### src/rtl/video_ega_blit_pkg.sv
`default_nettype none
// ============================================================================
// Module   : video_ega_blit_pkg
// Purpose  : Shared video definitions for the EGA latch blitter: VGA/EGA
//            register port numbers, the A0000 memory segment prefix, the
//            blitter state enumeration and bus address helpers.
// Revision : 1.0 - initial release
// ============================================================================
package video_ega_blit_pkg;

  // EGA/VGA register ports (12-bit IO port space)
  localparam logic [11:0] c_PORT_SEQ_IDX = 12'h3C4;
  localparam logic [11:0] c_PORT_SEQ_DAT = 12'h3C5;
  localparam logic [11:0] c_PORT_GC_IDX  = 12'h3CE;
  localparam logic [11:0] c_PORT_GC_DAT  = 12'h3CF;

  // Upper 6 bits of a 20-bit memory address: 5'b10100 then a 0 -> A0000 segment
  localparam logic [5:0]  c_MEM_PREFIX   = 6'b101000;

  // IO step indices: 0..3 program write mode 1 / all planes, 4..5 restore mode 0
  localparam logic [2:0]  c_STEP_CFG_LAST  = 3'd3;
  localparam logic [2:0]  c_STEP_RST_FIRST = 3'd4;
  localparam logic [2:0]  c_STEP_RST_LAST  = 3'd5;

  typedef enum logic [3:0] {
    S_IDLE    = 4'd0,
    S_CFG     = 4'd1,
    S_RSETUP  = 4'd2,
    S_RSTROBE = 4'd3,
    S_RWAIT   = 4'd4,
    S_WSTROBE = 4'd5,
    S_ADV     = 4'd6,
    S_RESTORE = 4'd7,
    S_DONE    = 4'd8
  } state_t;

  function automatic logic [19:0] memAddr(input logic [13:0] offset);
    return {c_MEM_PREFIX, offset};
  endfunction

  function automatic logic [19:0] ioAddr(input logic [11:0] port);
    return {8'h00, port};
  endfunction

endpackage
`default_nettype wire

### src/rtl/video_ega_blit_iorom.sv
`default_nettype none
// ============================================================================
// Module   : video_ega_blit_iorom
// Purpose  : Combinational table of the IO writes issued around a blit.
//            Steps 0..3 select write mode 1 and enable all planes; steps
//            4..5 return the graphics controller to write mode 0.
// Ports    : iStep  - step index 0..5
//            oPort  - 12-bit IO port for this step
//            oData  - byte written to that port
// Revision : 1.0 - initial release
// ============================================================================
module video_ega_blit_iorom
  import video_ega_blit_pkg::*;
(
  input  logic [2:0]  iStep,
  output logic [11:0] oPort,
  output logic [7:0]  oData
);

  always_comb begin
    oPort = 12'h000;
    oData = 8'h00;
    unique case (iStep)
      3'd0: begin oPort = c_PORT_GC_IDX;  oData = 8'h05; end  // GC mode register
      3'd1: begin oPort = c_PORT_GC_DAT;  oData = 8'h01; end  // write mode 1
      3'd2: begin oPort = c_PORT_SEQ_IDX; oData = 8'h02; end  // sequencer map mask
      3'd3: begin oPort = c_PORT_SEQ_DAT; oData = 8'h0F; end  // all four planes
      3'd4: begin oPort = c_PORT_GC_IDX;  oData = 8'h05; end
      3'd5: begin oPort = c_PORT_GC_DAT;  oData = 8'h00; end  // back to write mode 0
      default: begin oPort = 12'h000; oData = 8'h00; end
    endcase
  end

endmodule
`default_nettype wire

### src/rtl/video_ega_blit.sv
`default_nettype none
// ============================================================================
// Module   : video_ega_blit
// Purpose  : EGA latch-copy blitter. Switches the card to write mode 1,
//            then for every byte of a width x height rectangle reads the
//            source (loading all four plane latches) and writes the
//            destination (storing the latches), and finally restores write
//            mode 0. Read data itself is never used.
// Ports    : iClk, iRst          - clock, async active-high reset
//            iStart              - command strobe (accepted only when idle)
//            iSrc/iDst           - 14-bit plane offsets of the rectangles
//            iWidth/iHeight      - bytes per row / rows
//            oAddr, oWrData      - registered bus address / IO write data
//            oWrMem/oRdMem/oWrIo - one-cycle bus strobes
//            iRdData, iSel       - responder read data / read-valid
//            oBusy/oDone/oErr    - status (oErr sticky on read timeout)
// Revision : 1.0 - initial release
// ============================================================================
module video_ega_blit
  import video_ega_blit_pkg::*;
#(
  parameter int STRIDE  = 40,
  parameter int TIMEOUT = 15
) (
  input  logic        iClk,
  input  logic        iRst,
  input  logic        iStart,
  input  logic [13:0] iSrc,
  input  logic [13:0] iDst,
  input  logic [5:0]  iWidth,
  input  logic [8:0]  iHeight,
  output logic [19:0] oAddr,
  output logic [7:0]  oWrData,
  output logic        oWrMem,
  output logic        oRdMem,
  output logic        oWrIo,
  input  logic [7:0]  iRdData,
  input  logic        iSel,
  output logic        oBusy,
  output logic        oDone,
  output logic        oErr
);

  localparam int             c_WAIT_W    = (TIMEOUT < 2) ? 1 : $clog2(TIMEOUT);
  localparam logic [c_WAIT_W-1:0] c_WAIT_LAST = c_WAIT_W'(TIMEOUT - 1);
  localparam logic [13:0]    c_STRIDE    = 14'(STRIDE);

  state_t              r_state,   w_stateNext;
  logic [2:0]          r_step,    w_stepNext;
  logic [5:0]          r_width,   w_widthNext;
  logic [8:0]          r_height,  w_heightNext;
  logic [5:0]          r_col,     w_colNext;
  logic [8:0]          r_row,     w_rowNext;
  logic [13:0]         r_rowSrc,  w_rowSrcNext;
  logic [13:0]         r_rowDst,  w_rowDstNext;
  logic [c_WAIT_W-1:0] r_waitCnt, w_waitNext;
  logic                r_selSeen, w_selSeenNext;
  logic                r_err,     w_errNext;

  logic [19:0]         r_addr,    w_addrNext;
  logic [7:0]          r_wrData,  w_wrDataNext;
  logic                r_wrMem,   w_wrMemNext;
  logic                r_rdMem,   w_rdMemNext;
  logic                r_wrIo,    w_wrIoNext;
  logic                r_busy,    w_busyNext;
  logic                r_done,    w_doneNext;

  logic [11:0]         w_romPort;
  logic [7:0]          w_romData;
  logic                w_lastCol;
  logic                w_lastRow;
  logic                w_unusedRdData;

  // Only the card's plane latches carry the data; the byte read is discarded.
  assign w_unusedRdData = ^iRdData;

  assign w_lastCol = (r_col == r_width - 6'd1);
  assign w_lastRow = (r_row == r_height - 9'd1);

  // The ROM is indexed by the next step so its entry lands in the output
  // registers on the same edge the FSM enters the IO state.
  video_ega_blit_iorom u_iorom (
    .iStep (w_stepNext),
    .oPort (w_romPort),
    .oData (w_romData)
  );

  always_ff @(posedge iClk or posedge iRst) begin
    if (iRst) begin
      r_state   <= S_IDLE;
      r_step    <= 3'd0;
      r_width   <= 6'd0;
      r_height  <= 9'd0;
      r_col     <= 6'd0;
      r_row     <= 9'd0;
      r_rowSrc  <= 14'd0;
      r_rowDst  <= 14'd0;
      r_waitCnt <= '0;
      r_selSeen <= 1'b0;
      r_err     <= 1'b0;
      r_addr    <= 20'd0;
      r_wrData  <= 8'd0;
      r_wrMem   <= 1'b0;
      r_rdMem   <= 1'b0;
      r_wrIo    <= 1'b0;
      r_busy    <= 1'b0;
      r_done    <= 1'b0;
    end else begin
      r_state   <= w_stateNext;
      r_step    <= w_stepNext;
      r_width   <= w_widthNext;
      r_height  <= w_heightNext;
      r_col     <= w_colNext;
      r_row     <= w_rowNext;
      r_rowSrc  <= w_rowSrcNext;
      r_rowDst  <= w_rowDstNext;
      r_waitCnt <= w_waitNext;
      r_selSeen <= w_selSeenNext;
      r_err     <= w_errNext;
      r_addr    <= w_addrNext;
      r_wrData  <= w_wrDataNext;
      r_wrMem   <= w_wrMemNext;
      r_rdMem   <= w_rdMemNext;
      r_wrIo    <= w_wrIoNext;
      r_busy    <= w_busyNext;
      r_done    <= w_doneNext;
    end
  end

  // Next-state and datapath update.
  always_comb begin
    w_stateNext   = r_state;
    w_stepNext    = r_step;
    w_widthNext   = r_width;
    w_heightNext  = r_height;
    w_colNext     = r_col;
    w_rowNext     = r_row;
    w_rowSrcNext  = r_rowSrc;
    w_rowDstNext  = r_rowDst;
    w_waitNext    = r_waitCnt;
    w_selSeenNext = r_selSeen;
    w_errNext     = r_err;

    unique case (r_state)
      S_IDLE: begin
        if (iStart) begin
          w_widthNext  = iWidth;
          w_heightNext = iHeight;
          w_rowSrcNext = iSrc;
          w_rowDstNext = iDst;
          w_colNext    = 6'd0;
          w_rowNext    = 9'd0;
          w_stepNext   = 3'd0;
          w_errNext    = 1'b0;
          w_stateNext  = (iWidth == 6'd0 || iHeight == 9'd0) ? S_DONE : S_CFG;
        end
      end
      S_CFG: begin
        if (r_step == c_STEP_CFG_LAST) w_stateNext = S_RSETUP;
        else                           w_stepNext  = r_step + 3'd1;
      end
      S_RSETUP: w_stateNext = S_RSTROBE;
      S_RSTROBE: begin
        // An early iSel (same cycle as the read strobe) is remembered here.
        w_stateNext   = S_RWAIT;
        w_waitNext    = '0;
        w_selSeenNext = iSel;
      end
      S_RWAIT: begin
        if (iSel || r_selSeen) begin
          w_stateNext   = S_WSTROBE;
          w_selSeenNext = 1'b0;
        end else if (r_waitCnt == c_WAIT_LAST) begin
          w_errNext   = 1'b1;
          w_stepNext  = c_STEP_RST_FIRST;
          w_stateNext = S_RESTORE;
        end else begin
          w_waitNext = r_waitCnt + 1'b1;
        end
      end
      S_WSTROBE: w_stateNext = S_ADV;
      S_ADV: begin
        if (w_lastCol) begin
          w_colNext    = 6'd0;
          w_rowNext    = r_row + 9'd1;
          w_rowSrcNext = r_rowSrc + c_STRIDE;
          w_rowDstNext = r_rowDst + c_STRIDE;
        end else begin
          w_colNext = r_col + 6'd1;
        end
        if (w_lastCol && w_lastRow) begin
          w_stepNext  = c_STEP_RST_FIRST;
          w_stateNext = S_RESTORE;
        end else begin
          w_stateNext = S_RSETUP;
        end
      end
      S_RESTORE: begin
        if (r_step == c_STEP_RST_LAST) w_stateNext = S_DONE;
        else                           w_stepNext  = r_step + 3'd1;
      end
      S_DONE:  w_stateNext = S_IDLE;
      default: w_stateNext = S_IDLE;
    endcase
  end

  // Output decode from the next state, so every bus output is a register
  // that is stable for the whole cycle of the state it belongs to.
  always_comb begin
    w_addrNext   = r_addr;
    w_wrDataNext = r_wrData;
    w_wrMemNext  = 1'b0;
    w_rdMemNext  = 1'b0;
    w_wrIoNext   = 1'b0;
    w_doneNext   = 1'b0;
    w_busyNext   = (w_stateNext != S_IDLE);

    unique case (w_stateNext)
      S_CFG, S_RESTORE: begin
        w_wrIoNext   = 1'b1;
        w_addrNext   = ioAddr(w_romPort);
        w_wrDataNext = w_romData;
      end
      S_RSETUP: w_addrNext = memAddr(w_rowSrcNext + {8'd0, w_colNext});
      S_RSTROBE: begin
        w_addrNext  = memAddr(w_rowSrcNext + {8'd0, w_colNext});
        w_rdMemNext = 1'b1;
      end
      S_WSTROBE: begin
        w_addrNext  = memAddr(w_rowDstNext + {8'd0, w_colNext});
        w_wrMemNext = 1'b1;
      end
      S_DONE:  w_doneNext = 1'b1;
      default: ;
    endcase
  end

  assign oAddr   = r_addr;
  assign oWrData = r_wrData;
  assign oWrMem  = r_wrMem;
  assign oRdMem  = r_rdMem;
  assign oWrIo   = r_wrIo;
  assign oBusy   = r_busy;
  assign oDone   = r_done;
  assign oErr    = r_err;

endmodule
`default_nettype wire
### config.mk
export PLATFORM = sky130hd
export DESIGN_NAME = video_ega_blit
export DESIGN_NICKNAME = d
export VERILOG_FILES = /design/src/rtl/video_ega_blit_pkg.sv /design/src/rtl/video_ega_blit_iorom.sv /design/src/rtl/video_ega_blit.sv
export SDC_FILE = /design/constraint.sdc
export NUM_CORES = 1
export LEC_CHECK = 0
export CORE_UTILIZATION = 53
export CTS_BUF_LIST = sky130_fd_sc_hd__clkbuf_4
export CTS_CLUSTER_SIZE = 8
export DETAILED_ROUTE_END_ITERATION = 10
export PLACE_DENSITY = 0.85
export SETUP_SLACK_MARGIN = 0.02
export SYNTH_ARGS = -nofsm -noshare
export SYNTH_HDL_FRONTEND = slang
export SYNTH_SLANG_ARGS = --single-unit
### constraint.sdc
create_clock -name iClk -period 7.6 [get_ports iClk]
set_clock_uncertainty 0.1 [all_clocks]
set_input_delay 1.9 -clock iClk [delete_from_list [all_inputs] [get_ports iClk]]
set_output_delay 1.9 -clock iClk [all_outputs]
set_load 0.02 [all_outputs]
* After elaboration in Yosys (flattened, before gate mapping)
Cells that the tools add are included.
Operators by class: reductions and logical operators 21, mux-type cells 43, $add $sub $neg 10, equal/unequal tests 29
Operators with widths (count):
- 20-bit one-hot mux with 3 select lines | 1
- 14-bit two-way mux | 4
- 14-bit one-hot mux with 2 select lines | 2
- 10-bit one-hot mux with 4 select lines | 1
- 4-bit two-way mux | 8
- 4-bit one-hot mux with 8 select lines | 1
- 14-bit by 6-bit adder with 14-bit output | 2
- 14-bit by 6-bit adder with 14-bit output (second input constant) | 2
- 4-bit by 3-bit == test with 1-bit output (second input constant) | 6
- 3-bit two-way mux | 7
- 9-bit two-way mux | 2
- 9-bit one-hot mux with 2 select lines | 1
- 4-bit by 2-bit == test with 1-bit output (second input constant) | 4
- 4-bit one-hot mux with 4 select lines | 1
- 3-bit one-hot mux with 5 select lines | 1
- 6-bit two-way mux | 2
- 2-bit inequality test (second input constant) | 6
- 6-bit one-hot mux with 2 select lines | 1
- 9-bit by 1-bit adder with 9-bit output (second input constant) | 1
- 3-bit by 2-bit == test with 1-bit output (second input constant) | 3
- 3-bit == test (second input constant) | 3
- 9-bit == test | 1
- 9-bit logical NOT | 1
- 9-bit by 1-bit subtractor with 9-bit output (second input constant) | 1
- 23 further kinds | 41
Storage, ports and cells: bits of input ports 55, output and inout bits 34, logic and storage cells 121, register bits after elaboration 104

* Longest topological paths before layout
word-level depth 9, gate-level depth with buffers 22, depth with buffers taken out 19

* By module
A second synthesis with hierarchy kept.
Second synthesis, totals: cell total of the unflattened synthesis 691, area total of the unflattened synthesis 6182.2 um^2
Modules (own cells, without submodules):
- video_ega_blit | instances 1, area an instance 6037.0 um^2, cells an instance 670
- video_ega_blit_iorom | instances 1, area an instance 145.1 um^2, cells an instance 21

* Worst setup path before layout
OpenSTA, ideal clock, no wires.
path kind input -> register, from in iStart, to reg r_addr[12] (netlist: oAddr[12]), stages 17, buffers on the path 6, data required time 7405 ps, setup time 95 ps, setup slack 2195 ps, data arrival time 5209 ps, cell sequence clkbuf_1 and2_0 clkbuf_1 clkbuf_1 buf_1 clkbuf_1 o21ai_0 fa_1 a21oi_1 nor2_1 nor2_1 o21bai_1 a21oi_1 or2_2 buf_1 nor4_1 o31ai_1
Between the ends: elaborated cells between the ends (all ways) 19, those cells by class 2 x add/sub; 5 x eq/ne; 9 x mux; 3 x reduce/logical
RTL lines:
- start, declared | RTL line video_ega_blit.sv:27 | input logic iStart,
- 6-bit two-way mux * | RTL line video_ega_blit.sv:146 | if (iStart) begin
- 6-bit one-hot mux with 2 select lines * | RTL line video_ega_blit.sv:144 | unique case (r_state)
- net w_colNext[1] | RTL line video_ega_blit.sv:52 | logic [5:0] r_col, w_colNext;
- 14-bit by 6-bit adder with 14-bit output (on tied branches) | RTL line video_ega_blit.sv:230, video_ega_blit.sv:224, video_ega_blit.sv:226
- 20-bit one-hot mux with 3 select lines * | RTL line video_ega_blit.sv:218 | unique case (w_stateNext)
- end signal, assigned | RTL line video_ega_blit.sv:120 | r_addr <= w_addrNext;
- end, declared | RTL line video_ega_blit.sv:60 | logic [19:0] r_addr, w_addrNext;
The timed path passes the listed nets; every way through them passes the cells marked *. The select of a mux whose other input is x is not followed. A chain may end at the register's enable or synchronous reset.

* Final worst setup path
from in iStart, to reg r_addr[10] (netlist: oAddr[10])
Same word-level chain as after synthesis.

==> results.json <==
{
  "grt-ovfl-total": 0,
  "finalCritPeriodShare_pct": 73.1,
  "netlist_area_mm2": 0.00609,
  "switching_share_pct": 48.0,
  "synth.distinct_cells": 81,
  "ys_seq_elements": 95,
  "period_needed_ns": 5.56,
  "status": "complete, no violations",
  "slew_headroom_pct": 26.3,
  "cp.required_ns": 7.91,
  "crit_buf_inv": 1,
  "die_area_mm2": 0.0119,
  "grt_usage_pct": 29.2,
  "place.gp.congestion": 0.919,
  "crit_path_max_incr_delay_ns": 0.68,
  "p_leak_nw": 3.00,
  "post_cts_buffers": 0,
  "place_hpwl_um": 11800,
  "worstPathCellList": "clkdlybuf4s50_1 > and2_2 > nor2_1 > nand2_1 > o21ai_0 > ha_1 > fa_1 > a21oi_1 > nor2_1 > nor2_1 > o21bai_1 > a21oi_1 > or2_2 > or4_1 > nand3_1",
  "dp_slack_ns": 1.60,
  "start_util_pct": 55.2,
  "die_h_um": 109,
  "tritoncts": "yes",
  "ctsLongestPathBuffers": 2,
  "startpoint_type": "input port",
  "yosysWarnings": 0,
  "grt_first_pass_wirelength_um": 26800,
  "avgSynthCellArea_um2": 8.52,
  "areaGrowthSynthToFinish_pct": 15.3,
  "tightestPinTransition_ns": 1.10,
  "synth_area_leaders": "dfrtp_1 39%, nand2_1 7.4%, o21ai_0 3.9%",
  "pwr-share-clk_pct": 10.8,
  "crit_family": "simple AND/OR/NAND/NOR gates",
  "core_mm2": 0.0110,
  "htree_levels": 3,
  "fmaxAchievable_mhz": 180,
  "synth_cells": 715,
  "cts_root_buf": "clkbuf_4",
  "antenna_found_initial": 0,
  "grt_pass1_vias": 5651,
  "synth_top_cells_by_count": "120 x nand2_1, 95 x dfrtp_1, 54 x nor2_1",
  "port_buffers": 72,
  "grt_max_degree": 84,
  "num_io_pins": 89,
  "row_count": 38,
  "dr_total_vias": 5757,
  "viasPerCell": 6.31,
  "crit_type": "in2reg",
  "irDropWorstVdd_v": 0.000196,
  "diodes": 0,
  "drt-wirelength-per-cell_um": 18.2,
  "post_route_cells_drive_above_1_share_pct": 6.74,
  "p_int_mw": 1.48,
  "clk_pin_slew_ns": 0.16,
  "cts_resized": 0,
  "finalHoldViolCount": 0,
  "drc_errors": 0,
  "critPathMaxFanout": 15,
  "final_max_slew_viol_count": 0,
  "yosysTopAreaCell": "dfrtp_1",
  "p_per_area_mw_per_mm2": 406,
  "maxCapViolations": 0,
  "crit_top_cell": "nor2_1",
  "cts.sinks": 95,
  "clk_latency_ns": 0.48,
  "cts_hold_buf": 0,
  "slowest_stage": "clkdlybuf4s50_1",
  "min_path_type": "reg2reg",
  "wl_um": 16600,
  "r2r_setup_slack_ns": 2.65,
  "endpoint_kind": "register",
  "cp_data_arrival_time_ns": 5.86,
  "synth.most_common_cell": "nand2_1",
  "die_x_um": 109,
  "sequentialPowerShare_pct": 33.1,
  "setup_tns_ns": 0,
  "synth_edf_count": 0,
  "synth_seq_area_share_pct": 39.0,
  "switchingPower_mw": 1.37,
  "setup_viol": 0,
  "synth_top_area_share_pct": 39.0,
  "p_comb_share_pct": 56.1,
  "finalNetCount": 842,
  "cts_made_buffers": 9,
  "drtPass1Iterations": 5,
  "drt_iter0_markers": 441,
  "fin_ws_ns": 2.04,
  "ys.flop_type": "dfrtp_1",
  "grt_setup_unrepaired": "false",
  "async_flop_share_pct": 100,
  "ant_nets": 0
}
## registers in the layout (all words and copies together) (netlist names), 3 cells and up
register and count:
oAddr 15, r_rowDst 14, r_rowSrc 14, r_height 9, r_row 9, r_col 6
r_width 6, oWrData 4, r_state 4, r_waitCnt 4, r_step 3
## area by class of cell
type,count,area (µm²)
clock buffers,9,67.6
clock inverters,6,86.3
fillers,943,4010
inverters,27,103
multi-input cells,557,3440
flip-flops and latches,95,2380
well taps,140,175
repair buffers,78,766
## worst reg2reg max path: cells and delay by family, from the launching register on
kind | cells | cell delay [ns]
AOI/OAI and AO/OA | 3 | 0.31
adders and majority gates | 2 | 0.40
buffers and inverters | 1 | 0.48
DFF | 1 | 0.58
muxes | 1 | 0.16
and+or+nand+nor | 9 | 2.85
## final timing paths
| check | from | to | cells past startpoint |
|---|---|---|---|
| max in group asynchronous | iRst | oWrData[1]$_DFFE_PP0P_ | 3 |
| min reg2reg | r_rowDst[1]$_DFF_PP0_ | r_rowDst[1]$_DFF_PP0_ | 2 |
| max | iStart | oAddr[10]$_DFFE_PP0P_ | 15 |
| min | r_rowDst[1]$_DFF_PP0_ | r_rowDst[1]$_DFF_PP0_ | 2 |
| min in group asynchronous | iRst | r_rowSrc[2]$_DFF_PP0_ | 2 |
| max reg2reg | r_state[1]$_DFF_PP0_ | oAddr[10]$_DFFE_PP0P_ | 16 |
## per-layer routing
| layer | track usage (%) | up-vias | routed length, µm |
|---|---|---|---|
| li1 | - | 2671 | - |
| met1 | 36.7 | 2782 | 6790 |
| met2 | 49.0 | 253 | 8250 |
| met3 | 3.41 | 51 | 902 |
| met4 | 16.1 | 0 | 639 |
| met5 | 0 | - | 0 |
## power groups by stage
stage / combinational (mW) / sequential (mW) / clock (mW)
2_1_floorplan: 1.12 / 0.918 / 0
3_3_place_gp: 1.51 / 0.931 / 0
3_5_place_dp: 1.58 / 0.945 / 0
4_1_cts: 1.59 / 0.935 / 0.314
5_1_grt: 1.76 / 0.969 / 0.337
6_report: 1.60 / 0.944 / 0.309
## cells by family after synthesis
kind of cell	count (synthesis)	synth area share [%]
DFF	95	39.0
muxes	18	3.16
xor gates and xnor gates	34	4.89
buffers and inverters	70	5.10
AOI/OAI and AO/OA	175	19.4
adders and majority gates	19	4.03
and+or+nand+nor	303	24.4
other	1	0.0616
## through the flow
stage	hold slack, ns	total power, mW	cell area (µm²)	std cells	util [%]
after floorplan	0.336	2.04	6110	722	-
after global placement	0.351	2.44	6860	897	62.2
after detailed placement	0.359	2.52	6860	897	62.2
after CTS	0.391	2.83	7020	912	63.6
after global routing	0.426	3.07	7020	912	63.6
final	0.395	2.85	7020	912	63.6
## cell usage in the layout, fill, tap and decap left out, types with 7 or more instances in the layout
cell             instances
nand2_1                120
dfrtp_1                 95
clkdlybuf4s50_1         72
nor2_1                  54
o21ai_0                 48
a21oi_1                 32
nand3_1                 31
inv_1                   24
xor2_1                  19
ha_1                    18
xnor2_1                 15
nor4_1                  13
a31oi_1                 12
nor3_1                  11
o211ai_1                11
and3_1                  11
nand4_1                 10
mux2_2                  10
clkbuf_4                 9
mux2i_1                  8
a21o_1                   8
conb_1                   8
or2_2                    7
or3_1                    7
o31ai_1                  7
a221o_1                  7
Note: power is estimated with default switching activity, not from simulation.
